`config.mk`:
```
export PLATFORM = sky130hd
export DESIGN_NAME = axi_master_rd_flat
export DESIGN_NICKNAME = d
export VERILOG_FILES = /design/src/rtl/ddr_axi_pkg.sv /design/src/rtl/axi_master_rd_if.sv /design/src/rtl/axi_master_rd.sv /design/src/flat_wrapper.sv
export SDC_FILE = /design/constraint.sdc
export NUM_CORES = 1
export LEC_CHECK = 0
export CAP_MARGIN = 20
export CORE_AREA = 3 3 111 113
export DETAILED_ROUTE_END_ITERATION = 10
export DIE_AREA = 0 0 114 116
export PLACE_DENSITY_LB_ADDON = 0.12
export SYNTH_ARGS = -nofsm -noshare
export SYNTH_HDL_FRONTEND = slang
export SYNTH_SLANG_ARGS = --single-unit
```
`constraint.sdc`:
```
create_clock -name clk -period 2.1 [get_ports clk]
set_input_delay 0.42 -clock clk [delete_from_list [all_inputs] [get_ports clk]]
set_output_delay 0.42 -clock clk [all_outputs]
set_load 0.1 [all_outputs]
```
`src/rtl/ddr_axi_pkg.sv`:
```
// rtl/ddr_axi_pkg.sv - shared DDR AXI constants, widths and read-master state encoding
package ddr_axi_pkg;

    localparam int ADDR_W = 30;
    localparam int LEN_W  = 8;

    localparam logic [1:0] AXI_BURST_INCR = 2'b01;
    localparam logic [1:0] AXI_RESP_OKAY  = 2'b00;

    // One-hot so each output decodes from a single state bit, as in the arbiter
    typedef enum logic [3:0] {
        ST_IDLE = 4'b0001,
        ST_ADDR = 4'b0010,
        ST_DATA = 4'b0100,
        ST_DONE = 4'b1000
    } rd_state_e;

endpackage

```
`src/rtl/axi_master_rd_if.sv`:
```
// rtl/axi_master_rd_if.sv - AXI4 AR/R channel bundle between read master and DDR MIG
interface axi_master_rd_if
    import ddr_axi_pkg::*;
#(
    parameter int AXI_WIDTH = 64
);
    logic [3:0]           arid;
    logic [ADDR_W-1:0]    araddr;
    logic [LEN_W-1:0]     arlen;
    logic [2:0]           arsize;
    logic [1:0]           arburst;
    logic                 arvalid;
    logic                 arready;
    logic [AXI_WIDTH-1:0] rdata;
    logic [1:0]           rresp;
    logic                 rlast;
    logic                 rvalid;
    logic                 rready;

    modport master (
        output arid, araddr, arlen, arsize, arburst, arvalid, rready,
        input  arready, rdata, rresp, rlast, rvalid
    );

    modport slave (
        input  arid, araddr, arlen, arsize, arburst, arvalid, rready,
        output arready, rdata, rresp, rlast, rvalid
    );
endinterface

```
`src/rtl/axi_master_rd.sv`:
```
// rtl/axi_master_rd.sv - single-burst AXI4 read master feeding the granted DDR read channel
module axi_master_rd
    import ddr_axi_pkg::*;
#(
    parameter int         AXI_WIDTH = 64,
    parameter logic [3:0] AXI_ID    = 4'b0000
) (
    input  logic                 clk,
    input  logic                 rst_n,
    input  logic                 rd_start,
    input  logic [ADDR_W-1:0]    rd_addr,
    input  logic [LEN_W-1:0]     rd_len,
    output logic                 rd_busy,
    output logic                 rd_done,
    output logic                 rd_err,
    output logic [AXI_WIDTH-1:0] rd_data,
    output logic                 rd_data_valid,
    axi_master_rd_if.master      m_axi
);

    localparam logic [2:0] AR_SIZE = 3'($clog2(AXI_WIDTH / 8));

    rd_state_e            state_q, state_d;
    logic [ADDR_W-1:0]    addr_q, addr_d;
    logic [LEN_W-1:0]     len_q, len_d;
    logic [LEN_W-1:0]     cnt_q, cnt_d;
    logic                 err_q, err_d;
    logic [AXI_WIDTH-1:0] data_q, data_d;
    logic                 data_valid_q, data_valid_d;
    logic                 beat;
    logic                 cnt_at_len;

    assign beat       = (state_q == ST_DATA) && m_axi.rvalid;
    assign cnt_at_len = (cnt_q == len_q);

    always_comb begin
        state_d      = state_q;
        addr_d       = addr_q;
        len_d        = len_q;
        cnt_d        = cnt_q;
        err_d        = err_q;
        data_d       = data_q;
        data_valid_d = 1'b0;
        case (state_q)
            ST_IDLE: begin
                if (rd_start) begin
                    addr_d  = rd_addr;
                    len_d   = rd_len;
                    cnt_d   = '0;
                    err_d   = 1'b0;
                    state_d = ST_ADDR;
                end
            end
            ST_ADDR: begin
                if (m_axi.arready) begin
                    state_d = ST_DATA;
                end
            end
            ST_DATA: begin
                if (beat) begin
                    cnt_d        = cnt_q + 1'b1;
                    data_d       = m_axi.rdata;
                    data_valid_d = 1'b1;
                    // Early rlast and missing rlast both flag, but either one ends the burst
                    if ((m_axi.rresp != AXI_RESP_OKAY) || (m_axi.rlast != cnt_at_len)) begin
                        err_d = 1'b1;
                    end
                    if (m_axi.rlast || cnt_at_len) begin
                        state_d = ST_DONE;
                    end
                end
            end
            ST_DONE: begin
                state_d = ST_IDLE;
            end
            default: begin
                state_d = ST_IDLE;
            end
        endcase
    end

    always_ff @(posedge clk or negedge rst_n) begin
        if (!rst_n) begin
            state_q      <= ST_IDLE;
            addr_q       <= '0;
            len_q        <= '0;
            cnt_q        <= '0;
            err_q        <= 1'b0;
            data_q       <= '0;
            data_valid_q <= 1'b0;
        end else begin
            state_q      <= state_d;
            addr_q       <= addr_d;
            len_q        <= len_d;
            cnt_q        <= cnt_d;
            err_q        <= err_d;
            data_q       <= data_d;
            data_valid_q <= data_valid_d;
        end
    end

    assign rd_busy       = (state_q != ST_IDLE);
    assign rd_done       = (state_q == ST_DONE);
    assign rd_err        = err_q;
    assign rd_data       = data_q;
    assign rd_data_valid = data_valid_q;

    assign m_axi.arid    = AXI_ID;
    assign m_axi.araddr  = addr_q;
    assign m_axi.arlen   = len_q;
    assign m_axi.arsize  = AR_SIZE;
    assign m_axi.arburst = AXI_BURST_INCR;
    assign m_axi.arvalid = (state_q == ST_ADDR);
    assign m_axi.rready  = (state_q == ST_DATA);

endmodule

```
`src/flat_wrapper.sv`:
```
// flat-port wrapper written by rule: the top's interface ports become plain ports
module axi_master_rd_flat import ddr_axi_pkg::*;
#(
    parameter int         AXI_WIDTH = 64,
    parameter logic [3:0] AXI_ID    = 4'b0000
)
  (clk, rst_n, rd_start, rd_addr, rd_len, rd_busy, rd_done, rd_err, rd_data, rd_data_valid, m_axi_arid, m_axi_araddr, m_axi_arlen, m_axi_arsize, m_axi_arburst, m_axi_arvalid, m_axi_rready, m_axi_arready, m_axi_rdata, m_axi_rresp, m_axi_rlast, m_axi_rvalid);
  axi_master_rd_if #(.AXI_WIDTH(AXI_WIDTH)) m_axi_i ();
  input  logic clk;
  input  logic rst_n;
  input  logic rd_start;
  input  logic [ADDR_W-1:0] rd_addr;
  input  logic [LEN_W-1:0] rd_len;
  output logic rd_busy;
  output logic rd_done;
  output logic rd_err;
  output logic [AXI_WIDTH-1:0] rd_data;
  output logic rd_data_valid;
  output wire logic [$bits(m_axi_i.arid)-1:0] m_axi_arid;
  output wire logic [$bits(m_axi_i.araddr)-1:0] m_axi_araddr;
  output wire logic [$bits(m_axi_i.arlen)-1:0] m_axi_arlen;
  output wire logic [$bits(m_axi_i.arsize)-1:0] m_axi_arsize;
  output wire logic [$bits(m_axi_i.arburst)-1:0] m_axi_arburst;
  output wire logic [$bits(m_axi_i.arvalid)-1:0] m_axi_arvalid;
  output wire logic [$bits(m_axi_i.rready)-1:0] m_axi_rready;
  input wire logic [$bits(m_axi_i.arready)-1:0] m_axi_arready;
  input wire logic [$bits(m_axi_i.rdata)-1:0] m_axi_rdata;
  input wire logic [$bits(m_axi_i.rresp)-1:0] m_axi_rresp;
  input wire logic [$bits(m_axi_i.rlast)-1:0] m_axi_rlast;
  input wire logic [$bits(m_axi_i.rvalid)-1:0] m_axi_rvalid;
  assign m_axi_arid = m_axi_i.arid;
  assign m_axi_araddr = m_axi_i.araddr;
  assign m_axi_arlen = m_axi_i.arlen;
  assign m_axi_arsize = m_axi_i.arsize;
  assign m_axi_arburst = m_axi_i.arburst;
  assign m_axi_arvalid = m_axi_i.arvalid;
  assign m_axi_rready = m_axi_i.rready;
  assign m_axi_i.arready = m_axi_arready;
  assign m_axi_i.rdata = m_axi_rdata;
  assign m_axi_i.rresp = m_axi_rresp;
  assign m_axi_i.rlast = m_axi_rlast;
  assign m_axi_i.rvalid = m_axi_rvalid;
  axi_master_rd #(.AXI_WIDTH(AXI_WIDTH), .AXI_ID(AXI_ID)) u_core (.clk(clk), .rst_n(rst_n), .rd_start(rd_start), .rd_addr(rd_addr), .rd_len(rd_len), .rd_busy(rd_busy), .rd_done(rd_done), .rd_err(rd_err), .rd_data(rd_data), .rd_data_valid(rd_data_valid), .m_axi(m_axi_i));
endmodule
```
==> run metrics <==
CTS Buffer Depth 2; H-tree Lvls 4; DRT iter0 DRCs 218; worst-skew pair later-pin latency 410 ps; critical path depth 3; Clock transition at path regs 60 ps; Mapped Area 4670 µm²; die area 13,200 µm²; relative slew slack 54.5%; worst hold path stage count 2; critical path startpoint category flip-flop; initial antenna violation count 0; maxcap violations 0; post-route ant nets 0; Final #Nets 862; CP arrival 1630 ps; first-pass GRT wire length 20,400 µm; CP max stage delay 560 ps; DP Wirelength 9140 µm; vias per inst 4.56; delay-heaviest family, CP simple AND/OR/NAND/NOR gates; drt first pass iters 5; Avg Synthesized Cell Area 8.91 µm²; largest net degree at the start of global routing 68; CP Max Fanout 5; Horiz. Die Dim 114 µm; status finished clean; fin crit share 97.5%; post-layout minimum cycle time 2050 ps; Final GP Congestion 0.790; asr flop ratio synth 100%; Worst-Margin Slew 683 ps; setup TNS 0 ps; commonest cells after routing, fill and taps aside 312 x nand2_1, 115 x dfrtp_1, 114 x buf_4; WL/cell 14.2 µm; clock skew 8.64 ps; Rows 39; Worst setup startpoint u_core.state_q[0]; Req. time, crit path 1680 ps; Port Buf Inserts 217; Layout fillers 934; RSZ-0062 raised after global routing no; diode count 0; core box area 11,400 µm²; worst path cell trace or4b_4, inv_4, buf_12; Sink Count 116; Seq/Total Area, Yosys 62.2%; CP Buf/Inv Count 2; Final Setup Violations 0; Cells after Synth 524; GRT Total Usage 19.5%; Final Hold Viols 0; vias in the first global route 4,153; Root Driver clkbuf_16; Starting Density 40.9%; Hold Path Origin u_core.rd_data[18]; Post-synth EDFFs 0; total gr overflow 0; Critical Path End Type output pin; fmax 0.488 GHz; share of cells above drive strength 1 21.5%; synth warn 0; TritonCTS clock tree yes; I/O pin count 227; Yosys reg bits 116; Area growth syn-to-layout 60.6%; Synth Flop Type dfrtp_1; CTS buffer count 17; Die H 116 µm; CP max stage cell or4b_4; Distinct cells, synth 30; DR vias 4,134; drt drc 0; Total Wirelength 12,900 µm; most common cell after layout, fill and taps aside nand2_1; Final Slew Violations 0; reg2reg start u_core.state_q[0]; Hold Path Class reg -> reg; FF-to-FF path depth 6; WS Path Type reg -> out
-- layer usage --
metal | up-vias | global-route usage (%) | routed length, µm
met5 | - | 0 | 0
met2 | 163 | 31.2 | 6170
met4 | 0 | 7.68 | 255
met1 | 1917 | 24.8 | 5370
met3 | 19 | 6.21 | 1060
li1 | 2035 | - | -
-- Yosys cell counts, types with 3 or more instances --
library cell / number / area share (%)
a21oi_1: 4 / 0.43
buf_2: 13 / 1.4
buf_4: 13 / 2.1
clkbuf_1: 7 / 0.56
dfrtp_1: 115 / 62
inv_1: 6 / 0.48
nand2_1: 313 / 25
nand2b_1: 3 / 0.40
nand3_1: 4 / 0.43
nor2_1: 5 / 0.40
nor3_1: 3 / 0.32
nor4b_1: 3 / 0.56
o21ai_0: 3 / 0.32
xnor2_1: 4 / 0.75
xor2_1: 8 / 1.5
-- layout make-up --
class | count | area [µm²] | share of cell area, %
Clock inverter | 12 | 155 | 2.07
Sequential cell | 116 | 2900 | 38.7
Clock buffer | 20 | 457 | 6.09
Inverter | 8 | 32.5 | 0.434
Multi-Input combinational cell | 374 | 1620 | 21.7
Timing Repair Buffer | 233 | 2150 | 28.6
Tap cell | 143 | 179 | 2.39
-- final timing paths --
path	to	slack [ps]
worst max-delay path	m_axi_rready	50
worst min-delay path	u_core.rd_data[18]	470
worst max register to register	u_core.cnt_q[0]	200
worst min register to register	u_core.rd_data[18]	470
max in group asynchronous	u_core.state_q[0]	950
min in group asynchronous	u_core.rd_err	530
-- metrics by stage --
stage	worst slack (ps)	utilization (%)	cell area [µm²]	instances	hold WS, ps
2_1_floorplan	7.60	-	4730	531	124
3_3_place_gp	51.8	59.8	6830	869	406
3_5_place_dp	36.7	59.8	6830	869	412
4_1_cts	2.68	65.4	7470	903	477
5_1_grt	8.81	65.7	7500	906	489
6_report	52.4	65.7	7500	906	469
-- repair_timing --
| item | 4_1_cts | 5_1_grt |
|---|---|---|
| setup buffers | 1 | 3 |
| endpoints found under the hold margin | 31 | 0 |
| hold buffers | 1 | 0 |
| gates resized for setup | 2 | 1 |
| setup endpoints to repair | 2 | 2 |
| pin swaps | 1 | 0 |
| cloned | 0 | 0 |
-- state kept, by name, indices dropped and copies added (netlist names) --
register,count
u_core.rd_data,64
u_core.state_q,4
u_core.cnt_q,8
u_core.rd_data_valid,1
u_core.m_axi.arlen,8
u_core.m_axi.araddr,30
u_core.rd_err,1
-- worst register-to-register path: stages, from the launching register on --
cell and delay, ps:
dfstp_2 390, or4b_4 560, inv_4 100, nand2_2 60
buf_4 320, nand3_1 230, o21ai_0 80
-- kinds of logic after synthesis --
kind of cell	share of synthesized area (%)
compound gates	1.26
fa+ha+maj	0.536
mux	0.214
other cells	0.161
xor+xnor	2.25
simple gates	28.7
buf+inv	4.69
flops	62.2
Power is left out: the tool's default activity adds up to more than one toggle a clock period on the data nets, which glitch-free logic cannot reach.
